### src/rtl/mmio_bus_initiator_if.sv
// Command, response and peripheral-bus signals of the MMIO bus initiator.
// The master modport is the initiator's view; slave is the user/peripheral view.
interface mmio_bus_initiator_if;
  logic        cmd_valid;
  logic        cmd_ready;
  logic        cmd_write;
  logic [31:0] cmd_addr;
  logic [31:0] cmd_wdata;
  logic [3:0]  cmd_wstrb;
  logic        rsp_valid;
  logic        rsp_ready;
  logic        rsp_write;
  logic [31:0] rsp_rdata;
  logic        rsp_err;
  logic        wready;
  logic        wvalid;
  logic [31:0] waddr;
  logic [31:0] wdata;
  logic [3:0]  wstrb;
  logic        rready;
  logic        rvalid;
  logic [31:0] raddr;
  logic        rresp;
  logic [31:0] rdata;
  logic        busy;

  modport master (
    input  cmd_valid, cmd_write, cmd_addr, cmd_wdata, cmd_wstrb, rsp_ready,
           wvalid, rvalid, rresp, rdata,
    output cmd_ready, rsp_valid, rsp_write, rsp_rdata, rsp_err,
           wready, waddr, wdata, wstrb, rready, raddr, busy
  );

  modport slave (
    output cmd_valid, cmd_write, cmd_addr, cmd_wdata, cmd_wstrb, rsp_ready,
           wvalid, rvalid, rresp, rdata,
    input  cmd_ready, rsp_valid, rsp_write, rsp_rdata, rsp_err,
           wready, waddr, wdata, wstrb, rready, raddr, busy
  );
endinterface

### src/rtl/mmio_bus_initiator.sv
// Queues local read/write commands and issues them one at a time on the
// wready/wvalid + rready/rvalid peripheral bus, returning in-order responses.
module mmio_bus_initiator #(
  parameter int unsigned FIFO_DEPTH = 4,
  parameter int unsigned TIMEOUT    = 255
) (
  input  logic                  clk,
  input  logic                  resetb,
  mmio_bus_initiator_if.master  bus
);

  localparam int unsigned     PTR_W       = $clog2(FIFO_DEPTH);
  localparam int unsigned     CMD_W       = 69;
  localparam logic [15:0]     TIMEOUT_CNT = 16'(TIMEOUT);
  localparam logic [PTR_W:0]  PTR_ONE     = {{PTR_W{1'b0}}, 1'b1};

  typedef enum logic [1:0] {
    IDLE  = 2'd0,
    WRITE = 2'd1,
    READ  = 2'd2,
    RESP  = 2'd3
  } state_e;

  state_e           state;
  state_e           state_nxt;

  logic [CMD_W-1:0] fifo_mem [FIFO_DEPTH];
  logic [PTR_W:0]   wr_ptr;
  logic [PTR_W:0]   rd_ptr;
  logic             fifo_empty;
  logic             fifo_full;
  logic             push;
  logic             pop;
  logic [CMD_W-1:0] head;
  logic             head_write;
  logic [31:0]      head_addr;
  logic [31:0]      head_wdata;
  logic [3:0]       head_wstrb;
  logic             head_misaligned;

  logic             cmd_write_q;
  logic [31:0]      cmd_addr_q;
  logic [31:0]      cmd_wdata_q;
  logic [3:0]       cmd_wstrb_q;
  logic             rsp_write_q;
  logic             rsp_err_q;
  logic [31:0]      rsp_rdata_q;
  logic [15:0]      wait_cnt;

  logic             ack;
  logic             expire;
  logic             wready_d;
  logic             rready_d;
  logic             rsp_valid_d;

  // Command FIFO: extra pointer bit distinguishes full from empty
  assign fifo_empty = (wr_ptr == rd_ptr);
  assign fifo_full  = (wr_ptr[PTR_W] != rd_ptr[PTR_W]) &&
                      (wr_ptr[PTR_W-1:0] == rd_ptr[PTR_W-1:0]);
  assign push       = bus.cmd_valid && !fifo_full;

  assign head            = fifo_mem[rd_ptr[PTR_W-1:0]];
  assign head_write      = head[68];
  assign head_addr       = head[67:36];
  assign head_wdata      = head[35:4];
  assign head_wstrb      = head[3:0];
  assign head_misaligned = (head_addr[1:0] != 2'b00);

  always_ff @(posedge clk) begin
    if (push) begin
      fifo_mem[wr_ptr[PTR_W-1:0]] <= {bus.cmd_write, bus.cmd_addr, bus.cmd_wdata, bus.cmd_wstrb};
    end
  end

  always_ff @(posedge clk or negedge resetb) begin
    if (!resetb) begin
      wr_ptr <= '0;
      rd_ptr <= '0;
    end else begin
      if (push) wr_ptr <= wr_ptr + PTR_ONE;
      if (pop)  rd_ptr <= rd_ptr + PTR_ONE;
    end
  end

  // An acknowledge in the final wait cycle takes priority over the abort
  assign expire = (wait_cnt == TIMEOUT_CNT);

  always_ff @(posedge clk or negedge resetb) begin
    if (!resetb) state <= IDLE;
    else         state <= state_nxt;
  end

  always_comb begin
    state_nxt   = state;
    pop         = 1'b0;
    ack         = 1'b0;
    wready_d    = 1'b0;
    rready_d    = 1'b0;
    rsp_valid_d = 1'b0;
    case (state)
      IDLE: begin
        if (!fifo_empty) begin
          pop = 1'b1;
          if (head_misaligned) state_nxt = RESP;
          else if (head_write) state_nxt = WRITE;
          else                 state_nxt = READ;
        end
      end
      WRITE: begin
        wready_d = 1'b1;
        ack      = bus.wvalid;
        if (ack || expire) state_nxt = RESP;
      end
      READ: begin
        rready_d = 1'b1;
        ack      = bus.rvalid;
        if (ack || expire) state_nxt = RESP;
      end
      RESP: begin
        rsp_valid_d = 1'b1;
        if (bus.rsp_ready) state_nxt = IDLE;
      end
      default: state_nxt = IDLE;
    endcase
  end

  always_ff @(posedge clk or negedge resetb) begin
    if (!resetb) begin
      cmd_write_q <= 1'b0;
      cmd_addr_q  <= '0;
      cmd_wdata_q <= '0;
      cmd_wstrb_q <= '0;
      rsp_write_q <= 1'b0;
      rsp_err_q   <= 1'b0;
      rsp_rdata_q <= '0;
      wait_cnt    <= '0;
    end else if (pop) begin
      cmd_write_q <= head_write;
      cmd_addr_q  <= head_addr;
      cmd_wdata_q <= head_wdata;
      cmd_wstrb_q <= head_wstrb;
      rsp_write_q <= head_write;
      rsp_err_q   <= head_misaligned;
      rsp_rdata_q <= '0;
      wait_cnt    <= '0;
    end else if (state == WRITE || state == READ) begin
      if (ack) begin
        if (state == READ) begin
          rsp_rdata_q <= bus.rdata;
          rsp_err_q   <= bus.rresp;
        end else begin
          rsp_err_q   <= 1'b0;
        end
      end else if (expire) begin
        rsp_err_q   <= 1'b1;
        rsp_rdata_q <= '0;
      end else begin
        wait_cnt    <= wait_cnt + 16'd1;
      end
    end
  end

  assign bus.cmd_ready = !fifo_full;
  assign bus.busy      = !fifo_empty || (state != IDLE);
  assign bus.wready    = wready_d;
  assign bus.rready    = rready_d;
  assign bus.waddr     = cmd_addr_q;
  assign bus.wdata     = cmd_wdata_q;
  assign bus.wstrb     = cmd_wstrb_q;
  assign bus.raddr     = cmd_addr_q;
  assign bus.rsp_valid = rsp_valid_d;
  assign bus.rsp_write = rsp_write_q;
  assign bus.rsp_err   = rsp_err_q;
  assign bus.rsp_rdata = rsp_rdata_q;

  logic unused_cmd_write;
  assign unused_cmd_write = cmd_write_q;

endmodule

### src/flat_wrapper.sv
// flat-port wrapper written by rule: the top's interface ports become plain ports
module mmio_bus_initiator_flat 
#(
  parameter int unsigned FIFO_DEPTH = 4,
  parameter int unsigned TIMEOUT    = 255
)
  (clk, resetb, bus_cmd_valid, bus_cmd_write, bus_cmd_addr, bus_cmd_wdata, bus_cmd_wstrb, bus_rsp_ready, bus_wvalid, bus_rvalid, bus_rresp, bus_rdata, bus_cmd_ready, bus_rsp_valid, bus_rsp_write, bus_rsp_rdata, bus_rsp_err, bus_wready, bus_waddr, bus_wdata, bus_wstrb, bus_rready, bus_raddr, bus_busy);
  mmio_bus_initiator_if bus_i ();
  input  logic clk;
  input  logic resetb;
  input wire logic [$bits(bus_i.cmd_valid)-1:0] bus_cmd_valid;
  input wire logic [$bits(bus_i.cmd_write)-1:0] bus_cmd_write;
  input wire logic [$bits(bus_i.cmd_addr)-1:0] bus_cmd_addr;
  input wire logic [$bits(bus_i.cmd_wdata)-1:0] bus_cmd_wdata;
  input wire logic [$bits(bus_i.cmd_wstrb)-1:0] bus_cmd_wstrb;
  input wire logic [$bits(bus_i.rsp_ready)-1:0] bus_rsp_ready;
  input wire logic [$bits(bus_i.wvalid)-1:0] bus_wvalid;
  input wire logic [$bits(bus_i.rvalid)-1:0] bus_rvalid;
  input wire logic [$bits(bus_i.rresp)-1:0] bus_rresp;
  input wire logic [$bits(bus_i.rdata)-1:0] bus_rdata;
  output wire logic [$bits(bus_i.cmd_ready)-1:0] bus_cmd_ready;
  output wire logic [$bits(bus_i.rsp_valid)-1:0] bus_rsp_valid;
  output wire logic [$bits(bus_i.rsp_write)-1:0] bus_rsp_write;
  output wire logic [$bits(bus_i.rsp_rdata)-1:0] bus_rsp_rdata;
  output wire logic [$bits(bus_i.rsp_err)-1:0] bus_rsp_err;
  output wire logic [$bits(bus_i.wready)-1:0] bus_wready;
  output wire logic [$bits(bus_i.waddr)-1:0] bus_waddr;
  output wire logic [$bits(bus_i.wdata)-1:0] bus_wdata;
  output wire logic [$bits(bus_i.wstrb)-1:0] bus_wstrb;
  output wire logic [$bits(bus_i.rready)-1:0] bus_rready;
  output wire logic [$bits(bus_i.raddr)-1:0] bus_raddr;
  output wire logic [$bits(bus_i.busy)-1:0] bus_busy;
  assign bus_i.cmd_valid = bus_cmd_valid;
  assign bus_i.cmd_write = bus_cmd_write;
  assign bus_i.cmd_addr = bus_cmd_addr;
  assign bus_i.cmd_wdata = bus_cmd_wdata;
  assign bus_i.cmd_wstrb = bus_cmd_wstrb;
  assign bus_i.rsp_ready = bus_rsp_ready;
  assign bus_i.wvalid = bus_wvalid;
  assign bus_i.rvalid = bus_rvalid;
  assign bus_i.rresp = bus_rresp;
  assign bus_i.rdata = bus_rdata;
  assign bus_cmd_ready = bus_i.cmd_ready;
  assign bus_rsp_valid = bus_i.rsp_valid;
  assign bus_rsp_write = bus_i.rsp_write;
  assign bus_rsp_rdata = bus_i.rsp_rdata;
  assign bus_rsp_err = bus_i.rsp_err;
  assign bus_wready = bus_i.wready;
  assign bus_waddr = bus_i.waddr;
  assign bus_wdata = bus_i.wdata;
  assign bus_wstrb = bus_i.wstrb;
  assign bus_rready = bus_i.rready;
  assign bus_raddr = bus_i.raddr;
  assign bus_busy = bus_i.busy;
  mmio_bus_initiator #(.FIFO_DEPTH(FIFO_DEPTH), .TIMEOUT(TIMEOUT)) u_core (.clk(clk), .resetb(resetb), .bus(bus_i));
endmodule
### config.mk
export PLATFORM = sky130hd
export DESIGN_NAME = mmio_bus_initiator_flat
export DESIGN_NICKNAME = d
export VERILOG_FILES = /design/src/rtl/mmio_bus_initiator_if.sv /design/src/rtl/mmio_bus_initiator.sv /design/src/flat_wrapper.sv
export SDC_FILE = /design/constraint.sdc
export NUM_CORES = 1
export LEC_CHECK = 0
export CAP_MARGIN = 10
export CORE_MARGIN = 5
export CORE_UTILIZATION = 53
export DETAILED_ROUTE_END_ITERATION = 10
export PLACE_DENSITY = 0.79
export SYNTH_ARGS = -nofsm -noshare
export SYNTH_HDL_FRONTEND = slang
export SYNTH_SLANG_ARGS = --single-unit
### constraint.sdc
create_clock -name clk -period 4.1 [get_ports clk]
set_input_delay 1.025 -clock clk [delete_from_list [all_inputs] [get_ports clk]]
set_output_delay 1.025 -clock clk [all_outputs]
set_load 0.05 [all_outputs]
==> key figures <==
Place
  • HPWL after DPL: 20500 µm
  • PortBufs: 246
  • GPL Wtd Cong: between 0.7 and 0.8
  • Placed Area: 18200 µm²

Floorplan
  • Core footprint: 28800 µm²
  • Die area: about 33000 µm²
  • Die Ht: 181 µm
  • FP Rows: 62
  • Die span in x: 181 µm
  • Initial core utilization: 53.8%
  • Boundary pin count: 247

Critical path
  • Crit-path max cell delay: 0.85 ns
  • Crit-path cells: inv_1, ha_1, nand4_1, clkdlybuf4s50_1
  • Crit-path slowest cell: clkdlybuf4s50_1
  • Critical Path Fanout Max: 4
  • CP endpoint kind: primary output
  • Kind of critical path: flip-flop to primary output
  • Crit start category: flip-flop
  • Worst Path Required: 3.07 ns
  • Worst path arrival time: 2.33 ns

Route
  • DR pass1 iterations: 6
  • Via count: 8627
  • Mean routed wirelength per cell: between 20 and 25 µm
  • Initial drt markers: 715
  • DRC viols: 0
  • Vias per cell: 5.48
  • Post-Route WL: around 33000 µm
  • Post-DRT Antenna Nets: 0

Synthesis
  • Ys async rst share: 31.3%
  • Synth top area share: 53.5%
  • Number of synthesized flops with an enable pin: roughly 280
  • Mapped Nets: 1044
  • Post-Syn Area per Cell: about 17 µm²
  • Ys Warns: 0
  • Top cell type by total area after synthesis: edfxtp_1
  • Synth cell types: 39
  • #FFs+latches synth: 402
  • Sequential area share after synthesis: roughly 74%
  • Syn Inst Count: 925
  • Most instantiated library cell after synthesis: edfxtp_1
  • Most instantiated cells after synthesis: 276 x edfxtp_1, 221 x nand2_1, 126 x dfrtp_1
  • Largest cells by area after synthesis: edfxtp_1 54%, dfrtp_1 20%, mux4_2 10%
  • Post-Synthesis Cell Area: 15500 µm²
  • Synth Flop Type: edfxtp_1

Timing
  • Fin. max-slew vios: 0
  • RSZ-0062 raised after global routing: no
  • Skew final: 0.00794 ns
  • Tmin final: 3.36 ns
  • Final hold violations: 0
  • Setup TNS: 0 ns
  • Fmax: 0.298 GHz
  • Worst slew pin tran: 1.09 ns
  • Hold Slack: 0.473 ns
  • Tcrit/Tclk final: 81.9%
  • Worst slew margin: 27.0%
  • Final Setup Violations: 0

Pwr
  • Sw Ratio: 38.6%
  • Peak VDD IR: 573 µV
  • Logic pwr share: approximately two fifths
  • Switching pwr: 6130 µW
  • Clock power share: 21.9%
  • Sequential share of power: between 30% and 40%
  • Pwr Total: about 16000 µW
  • Leak: 0.00727 µW
  • Internal: 9740 µW
  • PD cells: 816 nW/µm²

Flow run
  • Max-cap viol count: 0

Global routing
  • Number of global-route vias before repair: 9015
  • Largest net degree at the start of global routing: between 70 and 80
  • Met2 GRT Util: between 30% and 40%
  • GRT busiest layer: met2
  • GR Layer Usage met1: 27.6%
  • Routing usage on met3: 4.58%
  • First-pass GRT wire length: 51400 µm
  • Grt total ovfl: 0
  • Initial antenna violation count: 2
  • Total track usage: 19.9%

Clocking
  • Post-CTS setup buffers: 0
  • Clock latency on the worst-skew pair: 0.53 ns
  • Clk buf depth: 3
  • CTS Buf Count: between 40 and 50
  • Htree depth: 2
  • Post-CTS Hold Fix Bufs: 0
  • CTS Root Buffer Type: clkbuf_16
  • Post-CTS resize count: 0
  • # clock sinks: 402
  • CTS tree: done
  • Clock-pin slew on the worst setup and hold paths: 0.06 ns

Finish
  • Layout area overhead: 25.6%
  • Final nets: roughly 1300
  • Fin area: approximately 19000 µm²
  • Layout cells sized above 1: 13.4%
  • # fillers: 1912
  • Final Util: between 60 and 70%
  • ANT cells: 0

Worst hold path
  • Hold Crit Class: flip-flop to flip-flop

Run status
  • Status: finished clean
-- power groups by stage --
| stage | Sequential (µW) | Combinational, µW | Clock, µW |
|---|---|---|---|
| 2_1_floorplan | 7220 | 3360 | 0 |
| 6_report | 5960 | 6440 | 3470 |
| 5_1_grt | 6060 | 6870 | 3740 |
| 3_3_place_gp | 5980 | 6430 | 0 |
| 4_1_cts | 5970 | 6540 | 3550 |
| 3_5_place_dp | 6030 | 6510 | 0 |
-- path summary, 6_finish.rpt --
kind                                                 end           startpoint  cells after the start  slack [ns]
worst max-delay path                            bus_busy      u_core.state[0]                      4        0.74
max in group asynchronous       u_core.bus.rsp_rdata[24]               resetb                      2        2.66
worst min-delay path                 u_core.bus.wdata[1]  u_core.bus.wdata[1]                      2        0.47
worst max register to register           u_core.state[0]     u_core.rd_ptr[0]                      6        1.11
worst min register to register       u_core.bus.wdata[1]  u_core.bus.wdata[1]                      2        0.47
min in group asynchronous            u_core.bus.wdata[0]               resetb                      1        0.54
-- logic make-up after synthesis --
kind of cell	Yosys count	synth area share [%]
compound gates	71	3.52
xor+xnor	10	0.566
fa+ha+maj	11	0.889
buf+inv	87	3.27
flops	402	73.9
mux	74	10.4
simple gates	270	7.46
-- critical path, delay by kind of cell, from the launching register on --
kind	cells	cell delay [ns]
buffers and inverters	2	0.95
flip-flops	1	0.40
adder cells (fa/ha/maj)	1	0.27
AND/OR/NAND/NOR	1	0.19
-- layer usage --
layer,share of wire (%),vias up
met3,7.0,57
met1,42,4372
met5,0.076,-
met4,2.0,4
li1,-,3906
met2,49,288
-- final cells by class --
type | instances | area (µm²) | share of cell area, %
clock buffer | 62 | 1170 | 6.00
tap | 384 | 480 | 2.47
sequential | 402 | 11400 | 58.9
clock inverter | 14 | 101 | 0.521
timing repair buffer | 264 | 2650 | 13.6
inverter | 11 | 41.3 | 0.212
multi-input combinational | 436 | 3560 | 18.3
-- stage by stage --
stage,std cells,setup WS (ns)
2_1_floorplan,925,0.736
3_3_place_gp,1497,0.894
3_5_place_dp,1497,0.808
4_1_cts,1573,0.698
5_1_grt,1573,0.633
6_report,1573,0.743
-- registers in the layout, indices dropped and copies added (netlist names) --
| signal | cells |
|---|---|
| u_core.fifo_mem | 276 |
| u_core.bus.raddr | 32 |
| u_core.bus.rsp_rdata | 32 |
| u_core.bus.wdata | 32 |
| u_core.wait_cnt | 16 |
| u_core.bus.wstrb | 4 |
| u_core.rd_ptr | 3 |
| u_core.wr_ptr | 3 |
| u_core.state | 2 |
| u_core.bus.rsp_err | 1 |
| u_core.bus.rsp_write | 1 |
-- cell usage in the layout, fill, tap and decap left out, types with 2 or more instances in the layout --
| cell type | netlist | final |
|---|---|---|
| a21oi_1 | 14 | 14 |
| a22o_1 | 32 | 32 |
| a31oi_1 | 2 | 2 |
| and2_4 | 0 | 4 |
| and3_1 | 2 | 2 |
| and4_1 | 3 | 3 |
| buf_12 | 0 | 4 |
| buf_4 | 32 | 14 |
| clkbuf_1 | 16 | 16 |
| clkbuf_16 | 0 | 42 |
| clkbuf_8 | 0 | 4 |
| clkdlybuf4s50_1 | 0 | 245 |
| clkinv_1 | 0 | 2 |
| clkinv_2 | 0 | 8 |
| dfrtp_1 | 126 | 124 |
| dfrtp_4 | 0 | 2 |
| edfxtp_1 | 276 | 276 |
| ha_1 | 11 | 11 |
| inv_1 | 11 | 11 |
| mux2_2 | 2 | 2 |
| mux2i_1 | 3 | 3 |
| mux4_2 | 69 | 69 |
| nand2_1 | 221 | 221 |
| nand2b_1 | 3 | 3 |
| nand3_1 | 8 | 8 |
| nand4_1 | 5 | 5 |
| nor2_1 | 3 | 3 |
| nor4_1 | 6 | 6 |
| o21ai_0 | 4 | 4 |
| o31ai_1 | 11 | 11 |
| or3_1 | 2 | 2 |
| or4_1 | 10 | 10 |
| xnor2_1 | 6 | 6 |
| xor2_1 | 4 | 4 |
No activity file was read; power rests on OpenSTA's default activity.
